`config.mk`:
```
export PLATFORM = sky130hd
export DESIGN_NAME = arb_mux_flat
export DESIGN_NICKNAME = d
export VERILOG_FILES = /design/src/rtl/arb_mux_pkg.sv /design/src/rtl/arb_mux_if.sv /design/src/rtl/arb_mux_rr_arbiter2.sv /design/src/rtl/arb_mux.sv /design/src/flat_wrapper.sv
export SDC_FILE = /design/constraint.sdc
export NUM_CORES = 1
export LEC_CHECK = 0
export ABC_AREA = 0
export CORE_ASPECT_RATIO = 0.7
export CORE_MARGIN = 2
export CORE_UTILIZATION = 39
export CTS_CLUSTER_SIZE = 28
export DETAILED_ROUTE_END_ITERATION = 10
export PLACE_DENSITY = 0.79
export SLEW_MARGIN = 40
export SYNTH_ARGS = -nofsm -noshare
export SYNTH_HDL_FRONTEND = slang
export SYNTH_SLANG_ARGS = --single-unit
```
`constraint.sdc`:
```
create_clock -name clk -period 1.45 [get_ports clk]
set_clock_uncertainty 0.15 [all_clocks]
set_input_delay 0.29 -clock clk [delete_from_list [all_inputs] [get_ports clk]]
set_output_delay 0.29 -clock clk [all_outputs]
set_load 0.1 [all_outputs]
```
`src/rtl/arb_mux_pkg.sv`:
```
// arb_mux_pkg: shared constants and types for the arb_mux slice.
//   WIDTH_DEF      default data width of channels x, y and out
//   SRC_Y / SRC_X  source codes driven on sel (also grant vector bit indices)
//   state_t        output-stage FSM states
package arb_mux_pkg;

    localparam int unsigned WIDTH_DEF = 10;

    localparam int unsigned SRC_Y = 0;
    localparam int unsigned SRC_X = 1;

    typedef enum logic {
        EMPTY = 1'b0,
        FULL  = 1'b1
    } state_t;

endpackage

```
`src/rtl/arb_mux_if.sv`:
```
// arb_mux_if: handshake bundle for arb_mux.
//   x, x_valid, x_ready      channel x (source code 1)
//   y, y_valid, y_ready      channel y (source code 0)
//   out, out_valid, out_ready, sel   merged output and its source
// Modports: master = traffic source/sink around the mux, slave = arb_mux itself.
interface arb_mux_if
    import arb_mux_pkg::*;
#(
    parameter int unsigned WIDTH = WIDTH_DEF
);

    logic [WIDTH-1:0] x;
    logic             x_valid;
    logic             x_ready;
    logic [WIDTH-1:0] y;
    logic             y_valid;
    logic             y_ready;
    logic [WIDTH-1:0] out;
    logic             out_valid;
    logic             out_ready;
    logic             sel;

    modport master (
        output x, x_valid, y, y_valid, out_ready,
        input  x_ready, y_ready, out, out_valid, sel
    );

    modport slave (
        input  x, x_valid, y, y_valid, out_ready,
        output x_ready, y_ready, out, out_valid, sel
    );

endinterface

```
`src/rtl/arb_mux_rr_arbiter2.sv`:
```
// rr_arbiter2: two-requester arbiter producing a one-hot grant.
//   req[1:0]   requests, indexed by source code (bit 1 = x, bit 0 = y)
//   en         grant allowed this cycle (output stage loadable, not in reset)
//   grant[1:0] one-hot grant, all zero when en is low or nobody requests
// Build option ARB_MUX_RR_EN:
//   defined   round-robin; a last-grant register picks the channel not
//             granted last on contention; clk/rst ports exist only here
//   undefined fixed priority, x wins contention; no state, no clock
module rr_arbiter2
    import arb_mux_pkg::*;
(
`ifdef ARB_MUX_RR_EN
    input  logic       clk,
    input  logic       rst,
`endif
    input  logic [1:0] req,
    input  logic       en,
    output logic [1:0] grant
);

`ifdef ARB_MUX_RR_EN
    // 1 = x was granted last; reset to y so the first contention goes to x
    logic last_x;

    // any grant is a completed transfer, since ready == grant and the
    // grant only goes to a valid requester
    always_ff @(posedge clk or negedge rst) begin
        if (!rst) begin
            last_x <= 1'b0;
        end else if (|grant) begin
            last_x <= grant[SRC_X];
        end
    end

    always_comb begin
        grant = '0;
        if (en) begin
            if (req[SRC_X] && req[SRC_Y]) begin
                if (last_x) begin
                    grant[SRC_Y] = 1'b1;
                end else begin
                    grant[SRC_X] = 1'b1;
                end
            end else begin
                grant = req;
            end
        end
    end
`else
    always_comb begin
        grant = '0;
        if (en) begin
            if (req[SRC_X]) begin
                grant[SRC_X] = 1'b1;
            end else if (req[SRC_Y]) begin
                grant[SRC_Y] = 1'b1;
            end
        end
    end
`endif

endmodule

```
`src/rtl/arb_mux.sv`:
```
// arb_mux: arbitrated 2:1 merge of valid/ready channels x and y into a
// one-entry registered output stage.
//   clk   clock, rising edge
//   rst   asynchronous active-low reset
//   bus   arb_mux_if.slave: x/y inputs with valid/ready, out/out_valid/
//         out_ready output handshake, sel = source of out (1 = x, 0 = y)
// Build option ARB_MUX_RR_EN selects round-robin arbitration (defined) or
// fixed x-priority (undefined); see rr_arbiter2.
module arb_mux
    import arb_mux_pkg::*;
#(
    parameter int unsigned WIDTH = WIDTH_DEF
)(
    input  logic       clk,
    input  logic       rst,
    arb_mux_if.slave   bus
);

    state_t           state, state_nxt;
    logic [WIDTH-1:0] out_q, out_nxt;
    logic             sel_q, sel_nxt;

    logic [1:0]       req;
    logic [1:0]       grant;
    logic             loadable;
    logic             en;

    assign req[SRC_X] = bus.x_valid;
    assign req[SRC_Y] = bus.y_valid;

    // drain and reload in the same cycle when the consumer takes the word;
    // gating with rst keeps every ready low while reset is held
    assign loadable = (state == EMPTY) || bus.out_ready;
    assign en       = loadable && rst;

    rr_arbiter2 u_arb (
`ifdef ARB_MUX_RR_EN
        .clk   (clk),
        .rst   (rst),
`endif
        .req   (req),
        .en    (en),
        .grant (grant)
    );

    assign bus.x_ready   = grant[SRC_X];
    assign bus.y_ready   = grant[SRC_Y];
    assign bus.out       = out_q;
    assign bus.sel       = sel_q;
    assign bus.out_valid = (state == FULL);

    always_ff @(posedge clk or negedge rst) begin
        if (!rst) begin
            state <= EMPTY;
            out_q <= '0;
            sel_q <= 1'b0;
        end else begin
            state <= state_nxt;
            out_q <= out_nxt;
            sel_q <= sel_nxt;
        end
    end

    always_comb begin
        state_nxt = state;
        out_nxt   = out_q;
        sel_nxt   = sel_q;
        if (|grant) begin
            state_nxt = FULL;
            out_nxt   = grant[SRC_X] ? bus.x : bus.y;
            sel_nxt   = grant[SRC_X];
        end else if (state == FULL && bus.out_ready) begin
            // drained with nothing to load: out and sel keep the last word
            state_nxt = EMPTY;
        end
    end

endmodule

```
`src/flat_wrapper.sv`:
```
// flat-port wrapper written by rule: the top's interface ports become plain ports
module arb_mux_flat import arb_mux_pkg::*;
#(
    parameter int unsigned WIDTH = WIDTH_DEF
)
  (clk, rst, bus_x, bus_x_valid, bus_y, bus_y_valid, bus_out_ready, bus_x_ready, bus_y_ready, bus_out, bus_out_valid, bus_sel);
  arb_mux_if #(.WIDTH(WIDTH)) bus_i ();
  input  logic clk;
  input  logic rst;
  input wire logic [$bits(bus_i.x)-1:0] bus_x;
  input wire logic [$bits(bus_i.x_valid)-1:0] bus_x_valid;
  input wire logic [$bits(bus_i.y)-1:0] bus_y;
  input wire logic [$bits(bus_i.y_valid)-1:0] bus_y_valid;
  input wire logic [$bits(bus_i.out_ready)-1:0] bus_out_ready;
  output wire logic [$bits(bus_i.x_ready)-1:0] bus_x_ready;
  output wire logic [$bits(bus_i.y_ready)-1:0] bus_y_ready;
  output wire logic [$bits(bus_i.out)-1:0] bus_out;
  output wire logic [$bits(bus_i.out_valid)-1:0] bus_out_valid;
  output wire logic [$bits(bus_i.sel)-1:0] bus_sel;
  assign bus_i.x = bus_x;
  assign bus_i.x_valid = bus_x_valid;
  assign bus_i.y = bus_y;
  assign bus_i.y_valid = bus_y_valid;
  assign bus_i.out_ready = bus_out_ready;
  assign bus_x_ready = bus_i.x_ready;
  assign bus_y_ready = bus_i.y_ready;
  assign bus_out = bus_i.out;
  assign bus_out_valid = bus_i.out_valid;
  assign bus_sel = bus_i.sel;
  arb_mux #(.WIDTH(WIDTH)) u_core (.clk(clk), .rst(rst), .bus(bus_i));
endmodule
```
==> run_results.csv <==
group,metric,value,unit
outcome,run_status,"finished with violations",
outcome,failed_checks,"negative setup slack",
die,rows,13,
cts,cts.path.max_buffers,2,
placed_design,pre_cts_slack,-0.529,ns
global_routing,antenna_found_initial,0,
min_path,timing.hold.worst.class,"primary input to asynchronous set/reset pin",
global_routing,grt_remaining_overflow,0,
yosys,post_synthesis_share_of_cell_area_spent_on_full_adders_half_adders_and_majority_gates,0,
cts,clkLatencyLatePin,0.27,ns
yosys,syn_nets,94,
yosys,synthXorXnorAreaFrac,0,
global_routing,grt_start_max_net_pins,11,
global_routing,grt_pass1_wl,3800,µm
routing,drt_drc_violations_left,0,
placed_design,placement.io_buffers,38,
power_and_ir_drop,totalPowerFinal,1.90,mW
power_and_ir_drop,vdd_drop_max,0.862,mV
placed_design,instance_area_after_placement,0.00138,mm²
sta,layout_worst_path_cycle_share,1.18,
yosys,synthSimpleGateAreaFrac,0.170,
die,die_area,0.00233,mm²
finish,multi_input_comb_area,427,µm²
yosys,synth-compound-area-share,0.339,
power_and_ir_drop,pwr_density_cell,1270,mW/mm²
die,effective_utilization_at_floorplan,0.412,
sta,layout_setup_ws,-0.261,ns
sta,setup_repair_after_global_routing_missed_its_margin,"yes",
die,floorplan.die.width,56.9,µm
sta,worst_pin_slew,0.313,ns
finish,final_nets,151,
critical_path,regToRegStartpoint,"u_core.bus.out_valid$_DFFE_PN0P_",
routing,number_of_drc_markers_in_iteration_0,24,
placed_design,final_hpwl_from_detailed_placement,1800,µm
critical_path,worst_setup_path_end_kind,"primary output",
routing,routed_via_density,5.47,
cts,cts_tree,"done",
flow_run,max_cap_viol_count,0,
placed_design,globalplace.congestion,0.811,
critical_path,biggest_fanout_along_the_worst_timing_path,4,
sta,setup_total_negative_slack,-2.29,ns
cts,cts_num_sinks,12,
sta,final_setup_vio_count,13,
critical_path,crit_start,"u_core.bus.out_valid$_DFFE_PN0P_",
critical_path,timing.reg2reg.worst_path_depth,5,
yosys,sequential_area_share_after_synthesis,0.393,
finish,diodes,0,
sta,max_slew_violation_count,0,
yosys,unique_masters_post_synth,20,
finish,seq_area,304,µm²
die,io_pins,39,
finish,finish.instance_area,0.00150,mm²
yosys,synth_top_family_by_area,"compound AO/OA/AOI/OAI gates",
routing,routed_wl,2470,µm
finish,post_route_cells_drive_above_1_share,0.416,
critical_path,crit_type,"flop to primary output",
sta,final-hold-violation-count,0,
yosys,synth.avg_cell_area,11.1,µm²
finish,nFillCells,118,
die,core_area,0.00185,mm²
critical_path,slack_of_the_worst_reg_to_reg_path,-0.12,ns
yosys,synthesis.instances,69,
routing,vias,804,
global_routing,grt_usage,0.230,
yosys,synth.mux.area_fraction,0,
routing,ant_nets,0,
cts,worst_setup_hold_path_clk_slew,0.08,ns
critical_path,crit_arrival,1.27,ns
critical_path,reg2reg_to,"u_core.bus.out[1]$_DFFE_PN0P_",
cts,cts_root_buf,"clkbuf_4",
critical_path,worstPathRequired,1.01,ns
critical_path,worstSetupStartpointType,"flop",
global_routing,via_count_of_the_first_global_routing_pass,830,
cts,cts-htree-levels,1,
die,die_height,41.0,µm
sta,timing.slew.headroom,0.791,
yosys,combined_area_of_all_synthesized_cells,763,µm²
cts,cts_made_buffers,3,
sta,max_freq,584,MHz
yosys,synth-warning-count,0,
routing,first_pass_detailed_route_iteration_total,9,
sta,fin_crit,1.71,ns
yosys,postSynthRegisterBits,12,
power_and_ir_drop,p_leak,0.655,nW
routing,wl_per_cell,16.8,µm
finish,signed_area_change_from_the_synthesized_netlist_to_the_final_layout,96.2,%
## logic make-up (layout without fill, tap and decap cells)
kind of cell           count (synthesis)  in the layout
AND/OR/NAND/NOR                       21             22
AO/OA/AOI/OAI                         22             22
buffers and inverters                 14             69
flip-flops                            12             12
## report_power, final
group          internal, mW  switching, mW  total, mW
logic                 0.457          0.679       1.14
registers             0.400         0.0917      0.492
clock network         0.153          0.118      0.271
total                  1.01          0.889       1.90
## layer usage
layer / global-route usage / part of all wire / vias up
met5: 0 / 0 / -
met1: 0.289 / 0.41 / 385
met3: 0.0410 / 0.074 / 6
met4: 0.0698 / 0.020 / 0
li1: - / - / 372
met2: 0.424 / 0.50 / 41
## stage by stage
step,util,hold slack [ns],cells
after floorplan,-,-0.156,69
after CTS,0.780,0.123,143
after global placement,0.746,0.409,137
final,0.808,0.157,147
after detailed placement,0.746,0.429,137
after global routing,0.808,0.180,147
## synthesized netlist by cell type
cell type,number,share of area
nand2b_1,9,0.074
or2_1,1,0.0082
nor3_1,1,0.0066
nand2b_2,1,0.011
nor2b_4,1,0.018
o32ai_2,8,0.17
o21ai_0,2,0.013
a32o_1,1,0.013
dfrtp_1,12,0.39
nand2_2,1,0.0082
inv_1,9,0.044
o32ai_1,1,0.011
a221o_1,10,0.13
buf_4,1,0.0098
nor2_1,1,0.0049
nor2_2,1,0.0082
nand2_1,4,0.020
buf_2,2,0.013
and3b_1,1,0.011
buf_6,2,0.030
## sequential cells by signal (all words and copies together), names as in the netlist
signal / flops
u_core.bus.out_valid: 1
u_core.bus.sel: 1
u_core.bus.out: 10
## worst max-delay path: stages, from the launching register on
cell     delay (ns)
dfrtp_4        0.48
nor2b_4        0.17
nor3_4         0.15
buf_12         0.20
## layout by cell type, fill, tap and decap left out
cell type        count
clkdlybuf4s50_1     21
buf_12              14
buf_4               13
dfrtp_1             11
a221o_1             10
inv_1                9
nand2b_1             8
o32ai_2              8
buf_6                4
nand2_1              3
clkbuf_4             3
dlygate4sd2_1        3
nand2_2              2
nor2b_4              1
nor2_4               1
nor3_4               1
nand2b_4             1
nand2_4              1
or2_1                1
and3b_1              1
nor2_1               1
a32o_1               1
o21ai_1              1
o21ai_0              1
nand2b_2             1
o32ai_1              1
clkbuf_8             1
dlygate4sd3_1        1
dfrtp_4              1
## what timing repair did
action / 4_1_cts / 5_1_grt
cloned: 0 / 1
setup buffers: 1 / 3
resized for setup: 6 / 7
endpoints found under the setup margin: 13 / 13
hold endpoints to repair: 5 / 0
pin swaps: 0 / 2
hold buffers: 1 / 0
## worst max path at each step
stage | endpoint | slack (ns) | cells past startpoint
6_report | bus_y_ready | -0.26 | 3
5_1_grt | bus_y_ready | -0.30 | 3
4_1_cts | bus_y_ready | -0.27 | 3
3_5_place_dp | u_core.bus.out[9]$_DFFE_PN0P_ | -0.53 | 4
3_3_place_gp | u_core.bus.out[9]$_DFFE_PN0P_ | -0.44 | 4
2_1_floorplan | bus_y_ready | -0.67 | 3
## layout make-up
type	instances	share of cell area
Timing Repair Buffer	56	0.447
Clock buffer	4	0.0242
Inverter	9	0.0226
Multi-Input combinational cell	44	0.285
Tap cell	22	0.0184
Sequential cell	12	0.203
Note: power is estimated with default switching activity, not from simulation.
